$ cat config.mk
export PLATFORM = sky130hd
export DESIGN_NAME = wb_sdr_burst_master
export DESIGN_NICKNAME = d
export VERILOG_FILES = /design/src/rtl/wb_sdr_burst_master.sv
export SDC_FILE = /design/constraint.sdc
export NUM_CORES = 1
export LEC_CHECK = 0
export CORE_UTILIZATION = 45
export DETAILED_ROUTE_END_ITERATION = 8
export PLACE_DENSITY = 0.92
export SYNTH_ARGS = -nofsm -noshare
export SYNTH_HDL_FRONTEND = slang
export SYNTH_SLANG_ARGS = --single-unit
$ cat constraint.sdc
create_clock -name wb_clk_i -period 2.8 [get_ports wb_clk_i]
set_input_delay 0.56 -clock wb_clk_i [delete_from_list [all_inputs] [get_ports wb_clk_i]]
set_output_delay 0.56 -clock wb_clk_i [all_outputs]
set_load 0.01 [all_outputs]
$ cat src/rtl/wb_sdr_burst_master.sv
// Wishbone B3 burst initiator: seed+index pattern writes and checked reads.
// Define WBM_ACK_TIMEOUT_EN to abort a burst whose ack stalls TIMEOUT_CYC cycles.
module wb_sdr_burst_master #(
    parameter int AW          = 26,
    parameter int DW          = 32,
    parameter int TIMEOUT_CYC = 1024
) (
    input  logic            wb_clk_i,
    input  logic            wb_rst_i,
    input  logic            cmd_valid,
    output logic            cmd_ready,
    input  logic            cmd_we,
    input  logic [AW-1:0]   cmd_addr,
    input  logic [7:0]      cmd_len,
    input  logic [DW-1:0]   cmd_seed,
    output logic            wb_cyc_o,
    output logic            wb_stb_o,
    output logic            wb_we_o,
    output logic [AW-1:0]   wb_addr_o,
    output logic [DW-1:0]   wb_dat_o,
    output logic [DW/8-1:0] wb_sel_o,
    output logic [2:0]      wb_cti_o,
    input  logic            wb_ack_i,
    input  logic [DW-1:0]   wb_dat_i,
    output logic            busy,
    output logic            done,
    input  logic            err_clr,
    output logic [15:0]     err_cnt,
    output logic            first_err_valid,
    output logic [AW-1:0]   first_err_addr,
    output logic            timeout
);

    localparam int BPB = DW / 8;

    typedef enum logic [1:0] {
        S_IDLE,
        S_WR,
        S_RD,
        S_DONE
    } state_t;

    state_t        r_state;
    state_t        w_state_nxt;
    logic [AW-1:0] r_addr;
    logic [DW-1:0] r_dat;
    logic [7:0]    r_cnt;
    logic [7:0]    r_last;
    logic [15:0]   r_err_cnt;
    logic          r_fev;
    logic [AW-1:0] r_fea;

    logic          w_stb;
    logic          w_accept;
    logic          w_beat;
    logic          w_last;
    logic          w_mismatch;
    logic          w_abort;
    logic [2:0]    w_cti;

    assign w_stb      = (r_state == S_WR) || (r_state == S_RD);
    assign w_accept   = cmd_valid && (r_state == S_IDLE);
    assign w_beat     = w_stb && wb_ack_i;
    assign w_last     = (r_cnt == r_last);
    assign w_mismatch = (r_state == S_RD) && wb_ack_i && (wb_dat_i != r_dat);

`ifdef WBM_ACK_TIMEOUT_EN
    localparam int TW = $clog2(TIMEOUT_CYC + 1);

    logic [TW-1:0] r_to_cnt;
    logic          r_to_flag;

    // Fires on the last of TIMEOUT_CYC consecutive stalled strobe cycles.
    assign w_abort = w_stb && !wb_ack_i &&
                     (r_to_cnt == TW'(TIMEOUT_CYC - 1));

    always_ff @(posedge wb_clk_i) begin
        if (wb_rst_i) begin
            r_to_cnt  <= '0;
            r_to_flag <= 1'b0;
        end else begin
            r_to_flag <= w_abort;
            if (!w_stb || wb_ack_i || w_abort) begin
                r_to_cnt <= '0;
            end else begin
                r_to_cnt <= r_to_cnt + 1'b1;
            end
        end
    end

    assign timeout = r_to_flag;
`else
    logic w_unused_to;

    assign w_abort     = 1'b0;
    assign timeout     = 1'b0;
    assign w_unused_to = TIMEOUT_CYC[0];
`endif

    always_ff @(posedge wb_clk_i) begin
        if (wb_rst_i) begin
            r_state <= S_IDLE;
        end else begin
            r_state <= w_state_nxt;
        end
    end

    always_comb begin
        w_state_nxt = r_state;
        unique case (r_state)
            S_IDLE: begin
                if (cmd_valid) begin
                    w_state_nxt = cmd_we ? S_WR : S_RD;
                end
            end
            S_WR, S_RD: begin
                if (w_abort || (w_beat && w_last)) begin
                    w_state_nxt = S_DONE;
                end
            end
            S_DONE: begin
                w_state_nxt = S_IDLE;
            end
            default: begin
                w_state_nxt = S_IDLE;
            end
        endcase
    end

    always_comb begin
        w_cti = 3'b000;
        if (w_stb && (r_last != 8'd0)) begin
            w_cti = w_last ? 3'b111 : 3'b010;
        end
    end

    // cmd_len of 0 wraps to a last index of 255, i.e. 256 beats.
    always_ff @(posedge wb_clk_i) begin
        if (wb_rst_i) begin
            r_addr <= '0;
            r_dat  <= '0;
            r_cnt  <= '0;
            r_last <= '0;
        end else if (w_accept) begin
            r_addr <= cmd_addr;
            r_dat  <= cmd_seed;
            r_cnt  <= '0;
            r_last <= cmd_len - 8'd1;
        end else if (w_beat) begin
            r_addr <= r_addr + AW'(BPB);
            r_dat  <= r_dat + 1'b1;
            r_cnt  <= r_cnt + 8'd1;
        end
    end

    always_ff @(posedge wb_clk_i) begin
        if (wb_rst_i || err_clr) begin
            r_err_cnt <= '0;
            r_fev     <= 1'b0;
            r_fea     <= '0;
        end else begin
            if ((w_mismatch || w_abort) && (r_err_cnt != 16'hFFFF)) begin
                r_err_cnt <= r_err_cnt + 16'd1;
            end
            if (w_mismatch && !r_fev) begin
                r_fev <= 1'b1;
                r_fea <= r_addr;
            end
        end
    end

    assign cmd_ready       = (r_state == S_IDLE);
    assign busy            = (r_state != S_IDLE);
    assign done            = (r_state == S_DONE);
    assign wb_cyc_o        = w_stb;
    assign wb_stb_o        = w_stb;
    assign wb_we_o         = (r_state == S_WR);
    assign wb_addr_o       = r_addr;
    assign wb_dat_o        = r_dat;
    assign wb_sel_o        = {BPB{w_stb}};
    assign wb_cti_o        = w_cti;
    assign err_cnt         = r_err_cnt;
    assign first_err_valid = r_fev;
    assign first_err_addr  = r_fea;

endmodule

======== Word level (Yosys, flattened, before mapping) ========
Cells that the tools add are included.
cells by class
  div/mod/pow operators ................... 0
  multiply operators ...................... 0
  mux-type cells .......................... 10
  shift operators ......................... 0
  reductions and logical operators ........ 18
  bitwise logic cells ..................... 0
  add/sub/neg operators ................... 5
  magnitude comparators ................... 0
  equal/unequal tests ..................... 8
operators with widths
  operator                                              count
  two-way mux 32 bit                                    2
  two-way mux 26 bit                                    2
  adder 32 x 1 -> 32 bit (second input constant)        1
  != test 32 bit                                        1
  adder 26 x 3 -> 26 bit (second input constant)        1
  adder 16 x 1 -> 16 bit (second input constant)        1
  != test 16 bit (second input constant)                1
  adder 8 x 1 -> 8 bit (second input constant)          1
  equality test 8 bit                                   1
  logical AND 1 bit                                     8
  nonzero test 8 bit                                    1
  subtractor 8 x 1 -> 8 bit (second input constant)     1
  two-way mux 2 bit                                     3
  two-way mux 3 bit                                     2
  one-hot mux 2 bit (3 select lines)                    1
  equality test 2 bit (second input constant)           2
  != test 2 bit (second input constant)                 2
  nonzero test 2 bit                                    2
  OR reduction 2 bit                                    2
  equality test 2 x 1 -> 1 bit (second input constant)  1
  zero test 2 bit                                       1
  logical OR 1 bit                                      2
  AND reduction 2 bit                                   1
  zero test 1 bit                                       1
word-level totals
  memories kept ........................... 0
  output and inout bits ................... 115
  bits in read-only memories .............. 0
  bits in latches ......................... 0
  bits in writable memories ............... 0
  bits in registers ....................... 119
  input bits .............................. 104

======== Depth between registers and ports, before layout ========
Gate-level depths: netlist (run 1).
  depth in word-level cells ............... 6
  mapped depth ............................ 9
  depth with buffers taken out ............ 8

======== Worst setup path before layout (run 1) ========
No wires, ideal clock.
  kind .................................... register to register
  from .................................... register r_state[0]
  to ...................................... register r_addr[21] (netlist: wb_addr_o[21])
  path slack .............................. 0.394 ns
  required time ........................... 2.714 ns
  data arrival time ....................... 2.320 ns
  cell stages (with the launch flop) ...... 9
  period minus slack after synthesis ...... 2.406 ns
  cell sequence ........................... dfxtp_1 -> inv_1 -> ha_1 -> and4_1 -> nor3b_2 -> nand3_1 -> or2_2 -> xor2_1 -> a211oi_1
between the ends
  cells in the longest elaborated chain, start to end .. 4
  elaborated cells between the ends (all ways) .. 8
RTL lines
  item                                                                        line  source
  from (decl)                                                                 43    state_t r_state;
  from (signal assigned)                                                      104   r_state <= w_state_nxt;
  equality test 2 x 1 -> 1 bit / equality test 2 bit (equally long branches)  61    assign w_stb = (r_state == S_WR) || (r_state == S_RD);
  logical OR 1 bit (*)                                                        61
  via wb_cyc_o                                                                16    output logic wb_cyc_o,
  logical AND 1 bit (*)                                                       63    assign w_beat = w_stb && wb_ack_i;
  nonzero test 2 bit (no line) (*)                                            --
  to (signal assigned)                                                        145   r_addr <= cmd_addr;
  to (signal assigned)                                                        150   r_addr <= r_addr + AW'(BPB);
  to (decl)                                                                   45    logic [AW-1:0] r_addr;
The timed path passes the listed nets; every way through them passes the cells marked *.
A chain may end at the register's enable or synchronous reset.

======== Worst setup path after layout (run 1) ========
  from .................................... register r_state[1]
  to ...................................... output port wb_cti_o[0]
between the ends
  cells in the longest elaborated chain, start to end .. 4
  elaborated cells between the ends (all ways) .. 5
RTL lines
  item                                                                        line  source
  equality test 2 x 1 -> 1 bit / equality test 2 bit (equally long branches)  61
  logical OR 1 bit (*)                                                        61
  logical AND 1 bit (*)                                                       132   if (w_stb && (r_last != 8'd0)) begin
  two-way mux 3 bit (*)                                                       132
  to (decl)                                                                   22    output logic [2:0] wb_cti_o,
Mark *: on every way between the ends. The rest lies on a longest branch, timed or not.

==> results of run 1 <==
critical path, stage by stage, from the launching register on:
cell and delay [ns]:
dfxtp_1 0.38, inv_1 0.09, ha_1 0.31, a21boi_1 0.18, and3_1 0.19, clkdlybuf4s50_1 0.54
cell usage in the layout (no fill, tap or decap), types with 6 or more instances in the layout:
cell type        synthesis  routed
and3_1                  13      13
o21ai_0                 35      35
xnor2_1                 64      64
xor2_1                  42      42
or3_1                   12      12
dfxtp_1                119     118
nand3_1                 48      48
clkbuf_16                0      17
nor4_1                  11      11
clkdlybuf4s50_1          0     216
buf_4                    7      17
and2_1                   6       6
inv_1                   10      10
nor2_1                  98      97
ha_1                     9       9
nand2_1                 77      76
a21oi_1                 12      12
a211oi_1                57      56
nor3_1                  11      11
nand4_1                 28      28
and4_1                  10      10
metrics by stage:
| step | std cells | cell area (sq um) | utilization | hold slack (ns) |
|---|---|---|---|---|
| after floorplan | 750 | 6130 | - | 0.477 |
| after global placement | 1111 | 8520 | 0.643 | 0.443 |
| after detailed placement | 1111 | 8520 | 0.643 | 0.451 |
| after CTS | 1143 | 9150 | 0.691 | 0.458 |
| after global routing | 1143 | 9150 | 0.691 | 0.485 |
| final | 1143 | 9150 | 0.691 | 0.455 |
cell type report:
cell class                      count  share of cell area
Clock buffer                       23              0.0500
Clock inverter                      9              0.0189
Inverter                           10             0.00410
Multi-Input combinational cell    568               0.383
Sequential cell                   119               0.260
Tap cell                          176              0.0241
Timing Repair Buffer              238               0.260
power breakdown:
part | switching (uW) | total [uW] | internal (uW)
registers | 458 | 2440 | 1980
clock network | 744 | 2340 | 1600
logic | 1120 | 2370 | 1250
total | 2320 | 7150 | 4830
per-layer routing:
metal	part of all wire	vias up	GRT usage	wire (um)
li1	-	3044	-	-
met1	0.41	2903	0.293	7370
met2	0.48	282	0.442	8760
met3	0.075	49	0.0695	1360
met4	0.036	0	0.133	657
met5	0	-	0	0
cells by family after synthesis:
family                   share of synthesized area
AND/OR/NAND/NOR                              0.261
AO/OA/AOI/OAI                                0.131
flip-flops                                   0.389
XOR/XNOR                                     0.152
buffers and inverters                       0.0435
adder cells (fa/ha/maj)                     0.0184
multiplexers                               0.00490
other                                     0.000612
worst min path at each step:
stage	from	slack [ns]	end
final	first_err_addr[3]$_SDFFE_PP0P_	0.45	first_err_addr[3]$_SDFFE_PP0P_
after floorplan	r_cnt[1]$_SDFFE_PP0P_	0.48	r_cnt[1]$_SDFFE_PP0P_
after global placement	first_err_addr[3]$_SDFFE_PP0P_	0.44	first_err_addr[3]$_SDFFE_PP0P_
after detailed placement	first_err_addr[17]$_SDFFE_PP0P_	0.45	first_err_addr[17]$_SDFFE_PP0P_
after global routing	first_err_addr[7]$_SDFFE_PP0P_	0.48	first_err_addr[7]$_SDFFE_PP0P_
after CTS	first_err_addr[6]$_SDFFE_PP0P_	0.46	first_err_addr[6]$_SDFFE_PP0P_
flip-flops by register name, indices dropped and copies added (netlist names):
signal           count
r_state              2
wb_dat_o            32
r_cnt                8
err_cnt             16
first_err_addr      26
wb_addr_o           26
r_last               8
first_err_valid      1
==> impl_metrics.tcl, run 1 <==
set metrics [dict create \
    fin_total_pwr_uw 7150 \
    die-area_sq_mm 0.0141 \
    grt_max_degree 54 \
    htree_levels 4 \
    overflow 0 \
    clock_skew_ns 0.00759 \
    cts_hold_buf 0 \
    n_fill_cell 1058 \
    numClockSinks 119 \
    period_share 0.947 \
    cts_tree "done" \
    ys_async_sr_fraction 0 \
    ir_drop_mv 0.539 \
    reg2reg_from "r_state[1]$_SDFFE_PP0P_" \
    dp.final_hpwl_um 13400 \
    rows 42 \
    antenna_cells 0 \
    core_sq_mm 0.0132 \
    p_leak_uw 0.00319 \
    crit_path_start "r_state[1]$_SDFFE_PP0P_" \
    power_density_mw_per_mm2 781 \
    dp_slack_ns 0.0249 \
    crit_path_start_kind "flop" \
    synth_nets 863 \
    hold_viol_final 0 \
    critPathRequiredTime_ns 2.24 \
    io_buffers 217 \
    drive_gt1_frac 0.0610 \
    syn_area_per_cell_sq_um 8.17 \
    synth_cell_types 41 \
    ys_ff_latch 119 \
    area_delta_synth_final_pct 49.4 \
    gp_congestion 0.879 \
    fin_setup_tns_ns 0 \
    track_usage 0.258 \
    die_h_um 119 \
    path_clk_slew_ns 0.05 \
    final_max_slew_viol_count 0 \
    die_w_um 119 \
    cts_resized 0 \
    worstPathArrival_ns 2.09 \
    synth_top_area_cell "dfxtp_1" \
    tightestPinTransition_ns 0.511 \
    postRouteAntennaNets 0 \
    io_pins 219 \
    outcome "finished clean" \
    routed_via_density 5.49 \
    clockBufferDepth 2 \
    netlist_area_sq_mm 0.00613 \
    rrSetupSlack_ns 0.32 \
    synthTopCellsByCount "119 x dfxtp_1, 98 x nor2_1, 77 x nand2_1" \
    synth.most_common_cell "dfxtp_1" \
    synth_area_leaders "dfxtp_1 39%, xnor2_1 9.2%, a211oi_1 7.0%" \
    slew_headroom 0.656 \
    clock_latency_ns 0.41 \
    ys_seq_area_frac 0.389 \
    rr_endpoint "wb_dat_o[16]$_SDFFE_PP0P_" \
    hp-class "reg -> reg" \
    critPathCaptureType "output port" \
    synthFlopType "dfxtp_1" \
    cts_inserted_buffers 17 \
    routed_wl_um 18200 \
    reg2reg_depth 9 \
    postSynthCellCount 750 \
    fin_ws_ns 0.149 \
    grt_pass1_wl_um 28700 \
    fin_nets 1067 \
    crit_fanout 4 \
    setup_viol 0 \
    vias 6278 \
    seq_area_sq_mm 0.00238 \
    critPathCapture "wb_cti_o[0]" \
    fmax_mhz 377 \
    wl_per_cell_um 15.9 \
    drt_first_pass_iters 5 \
    start_util 0.463 \
    critPathKind "reg -> out" \
    rsz0062_at_grt "no" \
    fin_crit_ns 2.65 \
    grt_pass1_vias 5869 \
    drcViolationCount 0 \
    synth-warning-count 0 \
    clockRootBuffer "clkbuf_16" \
    cts_setup_buffers 0 \
    whs_path_depth 2 \
    maxCapViolations 0 \
    drtIter0Drc 450 \
    synth_top_area_frac 0.389 \
    synth_edf_count 0 \
    multi_input_area_sq_mm 0.00350 \
    antenna_found_initial 0 \
]
(Power assumes the default switching activity.)
==> run 2, diff against run 1 <==
CAP_MARGIN = 40   (was not set)
CORE_UTILIZATION = 60   (was 45)
DONT_BUFFER_PORTS = 1   (was not set)
PLACE_DENSITY = 0.88   (was 0.92)
==> run 2 against run 1 <==
Compared with the run above: setup slack lost 0.019 ns; clock skew grew 0.0026 ns; first-iteration DRC count shrank 45%; die area shrank 25%; routed wire length shrank 9.6%; global-route usage grew 4.5 points; non-clock buffer count shrank 225; fmax shrank 0.70%; count of clock-buffer cells in the layout grew 2; via count shrank 12%; sequential share of layout area grew 9.0 points; critical path type unchanged.
==> impl_metrics.tcl, run 2 (synthesis results as in run 1) <==
set metrics [dict create \
    outcome "finished clean" \
    drive_gt1_frac 0.0714 \
    numClockSinks 119 \
    worstPathArrival_ns 2.11 \
    antenna_found_initial 0 \
    path_clk_slew_ns 0.06 \
    grt_pass1_vias 5190 \
    overflow 0 \
    fin_crit_ns 2.67 \
    p_int_uw 3980 \
    p_comb_frac 0.234 \
    p_leak_uw 0.00233 \
    die-area_sq_mm 0.0106 \
    gp_congestion 0.913 \
    dp.final_hpwl_um 11600 \
    clock_latency_ns 0.52 \
    hold-worst-slack_ns 0.103 \
    area_delta_synth_final_pct 11.0 \
    power_density_mw_per_mm2 908 \
    wl_per_cell_um 18.8 \
    start_util 0.624 \
    critPathKind "reg -> out" \
    final_cell_mix "119 x dfxtp_1, 97 x nor2_1, 76 x nand2_1, 64 x xnor2_1, 56 x a211oi_1" \
    critPathRequiredTime_ns 2.24 \
    crit_path_start_kind "flop" \
    cp_slowest_cell "ha_1" \
    cp_num_buf_inv 2 \
    track_usage 0.303 \
    tightestPinTransition_ns 0.869 \
    die_w_um 103 \
    drt_first_pass_iters 5 \
    fin_nets 842 \
    setup_viol 0 \
    cts_setup_buffers 0 \
    seq_power_share 0.415 \
    fmax_mhz 375 \
    maxCapViolations 0 \
    grt_max_degree 74 \
    largest_reg_flops 32 \
    cts_inserted_buffers 17 \
    max_stage_delay_ns 0.40 \
    utilization 0.693 \
    path_cells "inv_1 > ha_1 > buf_6 > a21boi_1 > and3_2" \
    antenna_cells 0 \
    hold_viol_final 0 \
    clock_skew_ns 0.0101 \
    postRouteAntennaNets 0 \
    n_fill_cell 803 \
    ir_drop_mv 0.632 \
    routed_via_density 6.31 \
    critPathCaptureType "output port" \
    drcViolationCount 0 \
    slew_headroom 0.420 \
    period_share 0.953 \
    die_h_um 103 \
    io_pins 219 \
    htree_levels 4 \
    p_sw_frac 0.356 \
    core_sq_mm 0.00982 \
    clockRootBuffer "clkbuf_8" \
    layout_commonest_cell "dfxtp_1" \
    routed_wl_um 16400 \
    rows 36 \
    final_max_slew_viol_count 0 \
    switchingPower_uw 2200 \
    grt_pass1_wl_um 24700 \
    hp-class "in -> reg" \
    pwr-share-clk 0.350 \
    critical-path-top-delay-family "adder cells" \
    vias 5522 \
    io_buffers 0 \
    cts_tree "done" \
    clockBufferDepth 2 \
    drtIter0Drc 249 \
    crit_fanout 8 \
]
-- run 2: changes by cell type in the layout (fill, tap and decap cells not counted), sizes merged --
cell	before	now
bufinv	5	2
clkdlybuf4s50	216	0
buf	22	13
clkbuf	23	25
clkinvlp	1	2
-- run 2: metrics by stage --
step	TNS (ns)	power [uW]	instance area, sq um	instances	setup WS, ns
CTS	0	6160	6800	875	0.0108
detailed placement	0	4010	6200	843	0.336
global placement	0	3930	6200	843	0.497
floorplan	0	3640	6130	750	0.394
finish	0	6180	6800	875	0.130
global route	-0.000745	6470	6800	875	-0.000745
-- run 2: final cells by class --
type | instances | area (sq um) | share of cell area
Sequential cell | 119 | 2380 | 0.350
Clock inverter | 7 | 90.1 | 0.0132
Clock buffer | 25 | 504 | 0.0741
Timing Repair Buffer | 13 | 114 | 0.0167
Multi-Input combinational cell | 568 | 3510 | 0.516
Inverter | 10 | 37.5 | 0.00552
Tap cell | 133 | 166 | 0.0245
-- run 2: final timing paths --
| check | from | endpoint | cells past startpoint | slack [ns] |
|---|---|---|---|---|
| worst max-delay path | r_state[1]$_SDFFE_PP0P_ | wb_cti_o[0] | 5 | 0.13 |
| worst min-delay path | wb_rst_i | wb_dat_o[30]$_SDFFE_PP0P_ | 1 | 0.10 |
| worst max register to register | r_state[1]$_SDFFE_PP0P_ | wb_dat_o[16]$_SDFFE_PP0P_ | 8 | 0.16 |
| worst min register to register | first_err_addr[11]$_SDFFE_PP0P_ | first_err_addr[11]$_SDFFE_PP0P_ | 2 | 0.51 |
-- run 2: worst reg2reg max path: cells and delay by family (launching register included) --
kind	cells	cell delay [ns]
simple gates	4	1.26
flops	1	0.38
fa+ha+maj	1	0.40
compound gates	1	0.23
buf+inv	1	0.08
xor+xnor	1	0.20
-- run 2: repair_timing --
action	CTS	global route
hold buffers	0	0
setup endpoints to repair	2	2
gates resized for setup	1	2
cloned	0	0
-- run 2: power groups by stage --
stage | sequential (uW) | combinational (uW) | clock (uW)
after global routing | 2610 | 1610 | 2260
after global placement | 2560 | 1360 | 0
final | 2560 | 1450 | 2160
after detailed placement | 2580 | 1420 | 0
after floorplan | 2430 | 1200 | 0
after CTS | 2550 | 1430 | 2180
-- run 2: per-layer routing --
| layer | global-route usage | part of all wire |
|---|---|---|
| met1 | 0.342 | 0.39 |
| met2 | 0.517 | 0.49 |
| met3 | 0.103 | 0.094 |
| met4 | 0.141 | 0.027 |
| met5 | 0 | 0 |
==> run 3, diff against run 2 <==
CORE_MARGIN = 3   (was not set)
PLACE_DENSITY = 0.76   (was 0.88)
==> run 3 against run 2 <==
Compared with the run above: routed wire length is essentially flat; utilization shrank 0.54 points; critical path depth unchanged; first-iteration DRC count rose by 79%; register-to-register slack improved by 0.25 ns; die area up 7.9%; hold slack better by 0.013 ns; global-route usage is 2.3 points lower.
==> impl_metrics.tcl, run 3 (synthesis results as in run 1) <==
set metrics [dict create \
    grt_pass1_vias 5096 \
    largest_reg_flops 32 \
    drcViolationCount 0 \
    rows 36 \
    cts_tree "done" \
    power_density_mw_per_mm2 890 \
    cts_hold_buf 0 \
    placed_area_sq_mm 0.00620 \
    grt_max_degree 74 \
    htree_levels 4 \
    fin_setup_tns_ns 0 \
    postRouteAntennaNets 0 \
    overflow 0 \
    p_int_uw 3830 \
    n_fill_cell 818 \
    reg2reg_from "r_state[1]$_SDFFE_PP0P_" \
    hold_viol_final 0 \
    critPathRequiredTime_ns 2.24 \
    routed_wl_um 16400 \
    antenna_cells 0 \
    seq_power_share 0.426 \
    gp_congestion 0.909 \
    fin_total_pwr_uw 6040 \
    clockRootBuffer "clkbuf_8" \
    setup_viol 0 \
    core_sq_mm 0.00986 \
    crit_path_start "r_state[1]$_SDFFE_PP0P_" \
    antenna_found_initial 0 \
    hp-class "in -> reg" \
    clock_latency_ns 0.51 \
    crit_path_start_kind "flop" \
    final_cell_mix "119 x dfxtp_1, 97 x nor2_1, 76 x nand2_1, 64 x xnor2_1, 56 x a211oi_1" \
    ir_drop_mv 0.752 \
    drt_first_pass_iters 5 \
    fin_crit_ns 2.70 \
    maxCapViolations 0 \
    die-area_sq_mm 0.0115 \
    rsz0062_at_grt "no" \
    switchingPower_uw 2210 \
    routed_via_density 6.16 \
    pwr-share-clk 0.340 \
    tightestPinTransition_ns 0.824 \
    period_share 0.964 \
    wl_per_cell_um 18.7 \
    io_buffers 0 \
    critPathKind "reg -> out" \
    worstPathArrival_ns 2.14 \
    drtIter0Drc 445 \
    dp_cells 843 \
    vias 5388 \
    p_leak_uw 0.00230 \
    utilization 0.687 \
    io_pins 219 \
    grt_pass1_wl_um 26000 \
    start_util 0.621 \
    hp-start "wb_rst_i" \
    area_delta_synth_final_pct 10.6 \
    clock_skew_ns 0.00896 \
    crit_fanout 11 \
    fin_nets 842 \
    cts_inserted_buffers 17 \
    numClockSinks 119 \
    die_h_um 107 \
    critPathCaptureType "output port" \
    clockBufferDepth 2 \
    final_cells 875 \
    final_max_slew_viol_count 0 \
    outcome "finished clean" \
    die_w_um 107 \
    path_clk_slew_ns 0.06 \
    p_comb_frac 0.234 \
    fin_area_sq_mm 0.00678 \
    fmax_mhz 370 \
    p_sw_frac 0.366 \
    dp.final_hpwl_um 11800 \
    cts_setup_buffers 0 \
    slew_headroom 0.451 \
    track_usage 0.281 \
    drive_gt1_frac 0.0741 \
    layout_commonest_cell "dfxtp_1" \
]
==> run 3: cell count changes in the layout (fill, tap and decap cells not counted) <==
cell / previous run / this run
clkbuf_1: 2 / 0
clkbuf_8: 7 / 5
clkinv_4: 0 / 1
a21boi_1: 1 / 0
a21boi_0: 0 / 1
and3_2: 1 / 0
and3_4: 0 / 1
clkinvlp_4: 2 / 6
bufinv_16: 2 / 1
==> run 3: repair_timing <==
item	4_1_cts	5_1_grt
endpoints found under the hold margin	0	0
resized for setup	1	2
setup endpoints to repair	2	2
==> run 3: stage by stage <==
| stage | hold slack [ns] | worst slack (ns) |
|---|---|---|
| detailed placement | 0.500 | 0.404 |
| floorplan | 0.477 | 0.394 |
| CTS | 0.103 | 0.0310 |
| global route | 0.0979 | 0.00555 |
| global placement | 0.491 | 0.440 |
| finish | 0.115 | 0.100 |
==> run 3: routing by layer <==
layer  share of wire  wire (um)  global-route usage
met3           0.091       1490              0.0891
met4           0.022        353               0.101
met5               0          0                   0
met2            0.47       7710               0.454
met1            0.42       6850               0.351
==> run 3: final timing paths <==
kind / endpoint / slack [ns] / cells after the start
worst max-delay path: wb_cti_o[2] / 0.10 / 5
worst max register to register: wb_dat_o[15]$_SDFFE_PP0P_ / 0.41 / 8
worst min register to register: first_err_addr[19]$_SDFFE_PP0P_ / 0.50 / 2
worst min-delay path: wb_addr_o[25]$_SDFFE_PP0P_ / 0.12 / 1
==> run 3: critical path: stages (launching register included) <==
cell and delay (ns):
dfxtp_1 0.39, inv_1 0.09, ha_1 0.35, buf_6 0.23
a21boi_0 0.28, and3_4 0.29
==> run 3: area by class of cell <==
type                       instances  area [sq um]  share of cell area
tap                              133           166              0.0246
timing repair buffer              13           114              0.0168
clock buffer                      21           469              0.0692
sequential                       119          2380               0.351
clock inverter                    11          98.8              0.0146
multi-input combinational        568          3510               0.518
inverter                          10          37.5             0.00554
==> run 3: power groups by stage <==
stage | clock (uW) | combinational (uW) | sequential [uW]
after global routing | 2150 | 1570 | 2610
after global placement | 0 | 1360 | 2590
after detailed placement | 0 | 1390 | 2600
after floorplan | 0 | 1200 | 2430
final | 2050 | 1410 | 2570
after CTS | 2070 | 1400 | 2570
